$ cat src/rtl/rv_pkg.sv
// Shared RV32M definitions: M-extension funct3/funct7 encodings, XLEN and the
// muldiv state enum.
package rv_pkg;

    localparam int XLEN = 32;

    localparam logic [6:0] FUNCT7_MULDIV = 7'b0000001;

    localparam logic [2:0] F3_MUL    = 3'b000;
    localparam logic [2:0] F3_MULH   = 3'b001;
    localparam logic [2:0] F3_MULHSU = 3'b010;
    localparam logic [2:0] F3_MULHU  = 3'b011;
    localparam logic [2:0] F3_DIV    = 3'b100;
    localparam logic [2:0] F3_DIVU   = 3'b101;
    localparam logic [2:0] F3_REM    = 3'b110;
    localparam logic [2:0] F3_REMU   = 3'b111;

    typedef enum logic [1:0] {IDLE, CALC, FIX, DONE} muldiv_state_t;

    // {in1 signed, in2 signed}; MUL is treated as unsigned since only its low word is kept
    function automatic logic [1:0] op_signs(logic [2:0] f3);
        logic [1:0] s;
        case (f3)
            F3_MULH, F3_DIV, F3_REM:               s = 2'b11;
            F3_MULHSU:                             s = 2'b10;
            F3_MUL, F3_MULHU, F3_DIVU, F3_REMU:    s = 2'b00;
        endcase
        return s;
    endfunction

endpackage

$ cat src/rtl/muldiv_step.sv
// One combinational radix-2 step: shift-add multiply or restoring shift-subtract
// divide on a 64-bit {high, low} accumulator.
module muldiv_step import rv_pkg::*; (
    input  logic                div_mode,
    input  logic [2*XLEN-1:0]   acc_in,
    input  logic [XLEN-1:0]     b,
    output logic [2*XLEN-1:0]   acc_out
);

    logic [XLEN:0] sum;
    logic [XLEN:0] rem_sh;
    logic [XLEN:0] diff;

    always_comb begin
        sum    = {1'b0, acc_in[2*XLEN-1:XLEN]} + (acc_in[0] ? {1'b0, b} : '0);
        rem_sh = {acc_in[2*XLEN-1:XLEN], acc_in[XLEN-1]};
        diff   = rem_sh - {1'b0, b};
        if (!div_mode) begin
            acc_out = {sum, acc_in[XLEN-1:1]};
        end else if (!diff[XLEN]) begin
            acc_out = {diff[XLEN-1:0], acc_in[XLEN-2:0], 1'b1};
        end else begin
            acc_out = {rem_sh[XLEN-1:0], acc_in[XLEN-2:0], 1'b0};
        end
    end

endmodule

$ cat src/rtl/muldiv.sv
// Iterative RV32M multiply/divide unit with valid/ready request and response.
// Define MULDIV_EARLY_OUT_EN to send trivial cases down the 1-cycle path.
module muldiv import rv_pkg::*; (
    input  logic              clk,
    input  logic              rst_n,
    input  logic              req_valid,
    output logic              req_ready,
    input  logic [XLEN-1:0]   in1,
    input  logic [XLEN-1:0]   in2,
    input  logic [2:0]        funct3,
    input  logic [6:0]        funct7,
    output logic              resp_valid,
    input  logic              resp_ready,
    output logic [XLEN-1:0]   result,
    output logic              negative,
    output logic              zero,
    output logic              illegal
);

    muldiv_state_t      state_q, state_d;
    logic [4:0]         cnt_q, cnt_d;
    logic [2:0]         f3_q, f3_d;
    logic               sgn1_q, sgn1_d, sgn2_q, sgn2_d;
    logic               ill_q, ill_d;
    logic               use_spec_q, use_spec_d;
    logic [XLEN-1:0]    spec_res_q, spec_res_d;
    logic [2*XLEN-1:0]  acc_q, acc_d;
    logic [XLEN-1:0]    b_q, b_d;
    logic [XLEN-1:0]    result_q, result_d;
    logic               illegal_q, illegal_d;
    logic               req_ready_q, req_ready_d;
    logic               resp_valid_q, resp_valid_d;

    logic [2*XLEN-1:0]  step_out;
    logic [1:0]         signs;
    logic               s1, s2, is_div, bad_f7, div0, ovf, mzero, early;
    logic [XLEN-1:0]    mag1, mag2, spec_res, quot, rem, fix_res;
    logic [2*XLEN-1:0]  prod;

    muldiv_step u_step (
        .div_mode (f3_q[2]),
        .acc_in   (acc_q),
        .b        (b_q),
        .acc_out  (step_out)
    );

    always_comb begin
        signs  = op_signs(funct3);
        s1     = signs[1] & in1[XLEN-1];
        s2     = signs[0] & in2[XLEN-1];
        mag1   = s1 ? -in1 : in1;
        mag2   = s2 ? -in2 : in2;
        is_div = funct3[2];
        bad_f7 = funct7 != FUNCT7_MULDIV;
        div0   = is_div && (in2 == '0);
        ovf    = is_div && !funct3[0] && (in1 == 32'h8000_0000) && (in2 == 32'hFFFF_FFFF);
        mzero  = !is_div && ((in1 == '0) || (in2 == '0));

        // Precomputed results for the RISC-V defined corner cases
        if (bad_f7)    spec_res = '0;
        else if (div0) spec_res = funct3[1] ? in1 : 32'hFFFF_FFFF;
        else if (ovf)  spec_res = funct3[1] ? 32'h0 : 32'h8000_0000;
        else           spec_res = '0;

`ifdef MULDIV_EARLY_OUT_EN
        early = bad_f7 | div0 | ovf | mzero;
`else
        early = bad_f7;
`endif

        prod    = (sgn1_q ^ sgn2_q) ? -acc_q : acc_q;
        quot    = (sgn1_q ^ sgn2_q) ? -acc_q[XLEN-1:0] : acc_q[XLEN-1:0];
        rem     = sgn1_q ? -acc_q[2*XLEN-1:XLEN] : acc_q[2*XLEN-1:XLEN];
        if (use_spec_q)          fix_res = spec_res_q;
        else if (f3_q[2])        fix_res = f3_q[1] ? rem : quot;
        else if (f3_q == F3_MUL) fix_res = prod[XLEN-1:0];
        else                     fix_res = prod[2*XLEN-1:XLEN];

        state_d    = state_q;
        cnt_d      = cnt_q;
        f3_d       = f3_q;
        sgn1_d     = sgn1_q;
        sgn2_d     = sgn2_q;
        ill_d      = ill_q;
        use_spec_d = use_spec_q;
        spec_res_d = spec_res_q;
        acc_d      = acc_q;
        b_d        = b_q;
        result_d   = result_q;
        illegal_d  = illegal_q;

        case (state_q)
            IDLE: begin
                if (req_valid) begin
                    f3_d       = funct3;
                    sgn1_d     = s1;
                    sgn2_d     = s2;
                    ill_d      = bad_f7;
                    use_spec_d = bad_f7 | div0 | ovf | mzero;
                    spec_res_d = spec_res;
                    acc_d      = {{XLEN{1'b0}}, mag1};
                    b_d        = mag2;
                    cnt_d      = '0;
                    state_d    = early ? FIX : CALC;
                end
            end
            CALC: begin
                acc_d = step_out;
                cnt_d = cnt_q + 5'd1;
                if (cnt_q == 5'd31) state_d = FIX;
            end
            FIX: begin
                result_d  = fix_res;
                illegal_d = ill_q;
                state_d   = DONE;
            end
            DONE: begin
                if (resp_ready) state_d = IDLE;
            end
            default: state_d = IDLE;
        endcase

        req_ready_d  = state_d == IDLE;
        resp_valid_d = state_d == DONE;
    end

    always_ff @(posedge clk or negedge rst_n) begin
        if (!rst_n) begin
            state_q      <= IDLE;
            cnt_q        <= '0;
            f3_q         <= '0;
            sgn1_q       <= 1'b0;
            sgn2_q       <= 1'b0;
            ill_q        <= 1'b0;
            use_spec_q   <= 1'b0;
            spec_res_q   <= '0;
            acc_q        <= '0;
            b_q          <= '0;
            result_q     <= '0;
            illegal_q    <= 1'b0;
            req_ready_q  <= 1'b1;
            resp_valid_q <= 1'b0;
        end else begin
            state_q      <= state_d;
            cnt_q        <= cnt_d;
            f3_q         <= f3_d;
            sgn1_q       <= sgn1_d;
            sgn2_q       <= sgn2_d;
            ill_q        <= ill_d;
            use_spec_q   <= use_spec_d;
            spec_res_q   <= spec_res_d;
            acc_q        <= acc_d;
            b_q          <= b_d;
            result_q     <= result_d;
            illegal_q    <= illegal_d;
            req_ready_q  <= req_ready_d;
            resp_valid_q <= resp_valid_d;
        end
    end

    assign req_ready  = req_ready_q;
    assign resp_valid = resp_valid_q;
    assign result     = result_q;
    assign negative   = result_q[XLEN-1];
    assign zero       = result_q == '0;
    assign illegal    = illegal_q;

endmodule

$ cat config.mk
export PLATFORM = sky130hd
export DESIGN_NAME = muldiv
export DESIGN_NICKNAME = d
export VERILOG_FILES = /design/src/rtl/rv_pkg.sv /design/src/rtl/muldiv_step.sv /design/src/rtl/muldiv.sv
export SDC_FILE = /design/constraint.sdc
export NUM_CORES = 1
export LEC_CHECK = 0
export ABC_AREA = 1
export CORE_UTILIZATION = 55
export CTS_CLUSTER_DIAMETER = 30
export CTS_CLUSTER_SIZE = 25
export DETAILED_ROUTE_END_ITERATION = 6
export HOLD_SLACK_MARGIN = 0.12
export PLACE_DENSITY = 0.79
export REMOVE_ABC_BUFFERS = 1
export SLEW_MARGIN = 20
export SYNTH_ARGS = -nofsm -noshare
export SYNTH_HDL_FRONTEND = slang
export SYNTH_HIERARCHICAL = 1
export SYNTH_SLANG_ARGS = --single-unit
$ cat constraint.sdc
create_clock -name clk -period 3.4 [get_ports clk]
set_input_delay 0.68 -clock clk [delete_from_list [all_inputs] [get_ports clk]]
set_output_delay 0.68 -clock clk [all_outputs]
set_load 0.005 [all_outputs]
==> flow_summary.json, run 1 <==
{
  "status": "finished clean",
  "tightest_slew_ps": 1210,
  "synthCells": 3392,
  "synth_top_family_by_area": "simple AND/OR/NAND/NOR gates",
  "clock_sinks": 177,
  "drc": 0,
  "grt_max_degree": 72,
  "start_kind": "register",
  "ant_nets": 0,
  "netlist-cell-type-count": 62,
  "antenna_found_initial": 0,
  "routed_wl_um": 81800,
  "worst_setup_path_end_kind": "register",
  "final_core_util_pct": 62.5,
  "num_vias": 23857,
  "fillers": 3456,
  "synth-adder-area-share_pct": 4.74,
  "cp-startpoint": "acc_q[31]$_DFFE_PN0P_",
  "synth_compound_area_share_pct": 14.6,
  "crit_path_frequent_cell": "nand2_1",
  "clk_pin_slew_ps": 80,
  "dr.first_iter.drc_count": 3455,
  "cts_tree": "built",
  "worstPathArrival_ps": 3540,
  "grt_pass1_vias": 21476,
  "worst_slack_ps": 188,
  "yosys.area_share.xor_xnor_pct": 2.47,
  "core_area_mm2": 0.0356,
  "synth.top_cells.by_area": "dfrtp_1, nand2_1, inv_1",
  "cts_root_buf": "clkbuf_16",
  "max_freq_mhz": 311,
  "slowest_stage": "dfrtp_1",
  "avgSynthCellArea_um2": 5.85,
  "io_pins": 115,
  "rrSetupSlack_ps": 190,
  "cellLeakagePower_nw": 11.3,
  "pwr-share-seq_pct": 17.8,
  "cts_made_buffers": 17,
  "ys_ff_latch": 177,
  "syn2layout_area_growth_pct": 12.0,
  "dpl.hpwl_um": 64100,
  "drive_gt1_share_pct": 7.90,
  "slew_headroom_pct": 19.1,
  "place.gp.congestion": 1.12,
  "grtUsageTotal_pct": 44.0,
  "grt_pass1_wl_um": 122000,
  "pwr-share-comb_pct": 73.0,
  "dieHeight_um": 192,
  "skew_ps": 17.1,
  "synth_top_area_cell": "dfrtp_1",
  "criticalPathCategory": "register to register",
  "dieWidth_um": 192,
  "power.density_mw_per_mm2": 1060,
  "vias_per_cell": 6.03,
  "ys.flop_type": "dfrtp_1",
  "tns_ps": 0,
  "power.switching_mw": 14.0,
  "portBuffers": 114,
  "synth_area_mm2": 0.0198,
  "start_util_pct": 55.8,
  "yosys.area_share.simple_pct": 44.1,
  "synth_top_area_share_pct": 22.2,
  "clock_latency_ps": 470,
  "ys_warn_count": 6,
  "nets": 3632,
  "min_period_over_period_pct": 94.5,
  "hold_class": "input pin to asynchronous set/reset pin",
  "die_area_mm2": 0.0368,
  "clockPowerShare_pct": 9.2,
  "clk_path_buf_depth": 2,
  "rsz0062_at_grt": "false",
  "min_period_ps": 3210,
  "wire_per_inst_um": 20.7,
  "peakVddDrop_v": 0.000794,
  "synth-seq-area-share_pct": 22.3,
  "synth_edf_count": 0,
  "yosysMostFrequentCell": "nand2_1",
  "required_ps": 3730,
  "cts_setup_buffers": 0,
  "maxCapViolations": 0,
  "ys_top_cells_by_count": "nand2_1, inv_1, nand3_1",
  "synthArstFlopShare_pct": 100,
  "worstPathMaxFanout": 16,
  "row_count": 69,
  "rr_worst_depth": 19,
  "firstDrtPassIters": 7,
  "post-place-ws_ps": 111,
  "slowest_delay_ps": 480,
  "total_power_mw": 23.5,
  "synth_mux_area_share_pct": 0,
  "p_int_mw": 9.42,
  "htree_levels": 4,
  "rr_startpoint": "acc_q[31]$_DFFE_PN0P_",
  "crit_chain": "inv_1, ha_1, fa_1, inv_1, nand2_1, nand2_1, nand3_1, nand2_2, nand2_2, nand2_4, nand2_4, nand2_4, nand2_4, nand3_1, nand2_1, nand2_1, nand2_1, nand2_1, o21ai_0",
  "overflow": 0,
  "swShare_pct": 59.8,
  "hold_viol_final": 0,
  "setup_viol": 0,
  "insertedDiodeCount": 0,
  "finalMaxSlewViolations": 0
}
## registers in the layout, indices dropped and copies added (netlist names)
name / flops
acc_q: 64
b_q: 32
result: 32
spec_res_q: 32
cnt_q: 5
f3_q: 3
state_q: 2
ill_q: 1
illegal: 1
req_ready: 1
resp_valid: 1
sgn1_q: 1
sgn2_q: 1
use_spec_q: 1
## power by group through the flow
stage          Combinational [mW]  Sequential [mW]  Clock [mW]
2_1_floorplan                10.7             3.88           0
3_3_place_gp                 16.0             4.09           0
3_5_place_dp                 16.3             4.11           0
4_1_cts                      16.4             4.08        2.15
5_1_grt                      18.6             4.21        2.23
6_report                     17.1             4.17        2.15
## critical path: cells and delay by family, from the launching register on
family / cells / cell delay [ps]
fa+ha+maj: 2 / 640
simple gates: 14 / 1590
flops: 1 / 480
buf+inv: 2 / 260
compound gates: 1 / 90
## kinds of logic after synthesis
| group | count (synthesis) |
|---|---|
| flip-flops | 177 |
| adder cells (fa/ha/maj) | 74 |
| XOR/XNOR | 55 |
| buffers and inverters | 592 |
| AND/OR/NAND/NOR | 1976 |
| AO/OA/AOI/OAI | 518 |
## worst paths after layout
check,endpoint
max reg2reg,acc_q[62]$_DFFE_PN0P_
min in group clk,result[6]$_DFFE_PN0N_
max,acc_q[62]$_DFFE_PN0P_
min,result[23]$_DFFE_PN0N_
max in group asynchronous,req_ready$_DFF_PN1_
min reg2reg,result[6]$_DFFE_PN0N_
## timing repair
item                                    CTS  global route
endpoints found under the setup margin    1             2
pin swaps                                 1             2
hold buffers                              0             0
resized for setup                         1             5
## layout by cell type, fill, tap and decap left out, types with 8 or more instances in the layout
master,synthesis,routed
o21ai_1,33,33
o21bai_1,9,8
nor3_1,31,30
nor2_4,17,18
o22ai_1,32,32
nand3_2,10,10
buf_4,6,68
nand4_1,38,38
inv_1,452,451
a21oi_1,149,149
nor2_2,32,32
nand3b_1,26,26
nand2_2,45,45
a31oi_1,8,8
clkbuf_16,0,17
nand2_4,9,9
nor2_1,284,283
dfrtp_1,176,175
a22oi_1,23,23
inv_2,19,20
or2_2,12,12
o21ai_0,209,209
o211ai_1,25,25
ha_1,72,72
nand2_1,1102,1102
nand3_1,334,334
xor2_1,40,40
clkdlybuf4s50_1,0,112
xnor2_1,14,14
nor4_1,14,11
## metal layers
layer / part of all wire [%] / track usage [%] / vias up
met5: 0 / 0 / -
met1: 42 / 62.4 / 10971
met2: 39 / 61.1 / 1596
met3: 15 / 15.2 / 207
li1: - / - / 11083
met4: 3.6 / 15.4 / 0
## metrics by stage
stage	hold slack (ps)	instances	instance area (µm²)
final	240	3954	22200
after global routing	295	3954	22200
after CTS	265	3954	22200
after detailed placement	485	3922	21600
after global placement	476	3922	21600
after floorplan	384	3277	19300
## final cells by class
class | instances | area (µm²) | area share (%)
clock buffers | 20 | 457 | 2.05
clock inverters | 12 | 161 | 0.726
multi-input cells | 2623 | 13100 | 59.0
inverters | 477 | 1790 | 8.07
flip-flops and latches | 177 | 4430 | 19.9
well taps | 461 | 577 | 2.59
repair buffers | 184 | 1700 | 7.64
Power figures use the tool's default switching activity.
==> inputs of run 2 (changes only) <==
--- a/config.mk
+++ b/config.mk
@@ -7,7 +7,7 @@
 export LEC_CHECK = 0
 export ABC_AREA = 1
 export CORE_UTILIZATION = 55
-export CTS_CLUSTER_DIAMETER = 30
+export CTS_CLUSTER_DIAMETER = 40
 export CTS_CLUSTER_SIZE = 25
 export DETAILED_ROUTE_END_ITERATION = 6
 export HOLD_SLACK_MARGIN = 0.12
==> results of run 2 <==
No change in the layout: final DEF, timing and power equal those of run 1.
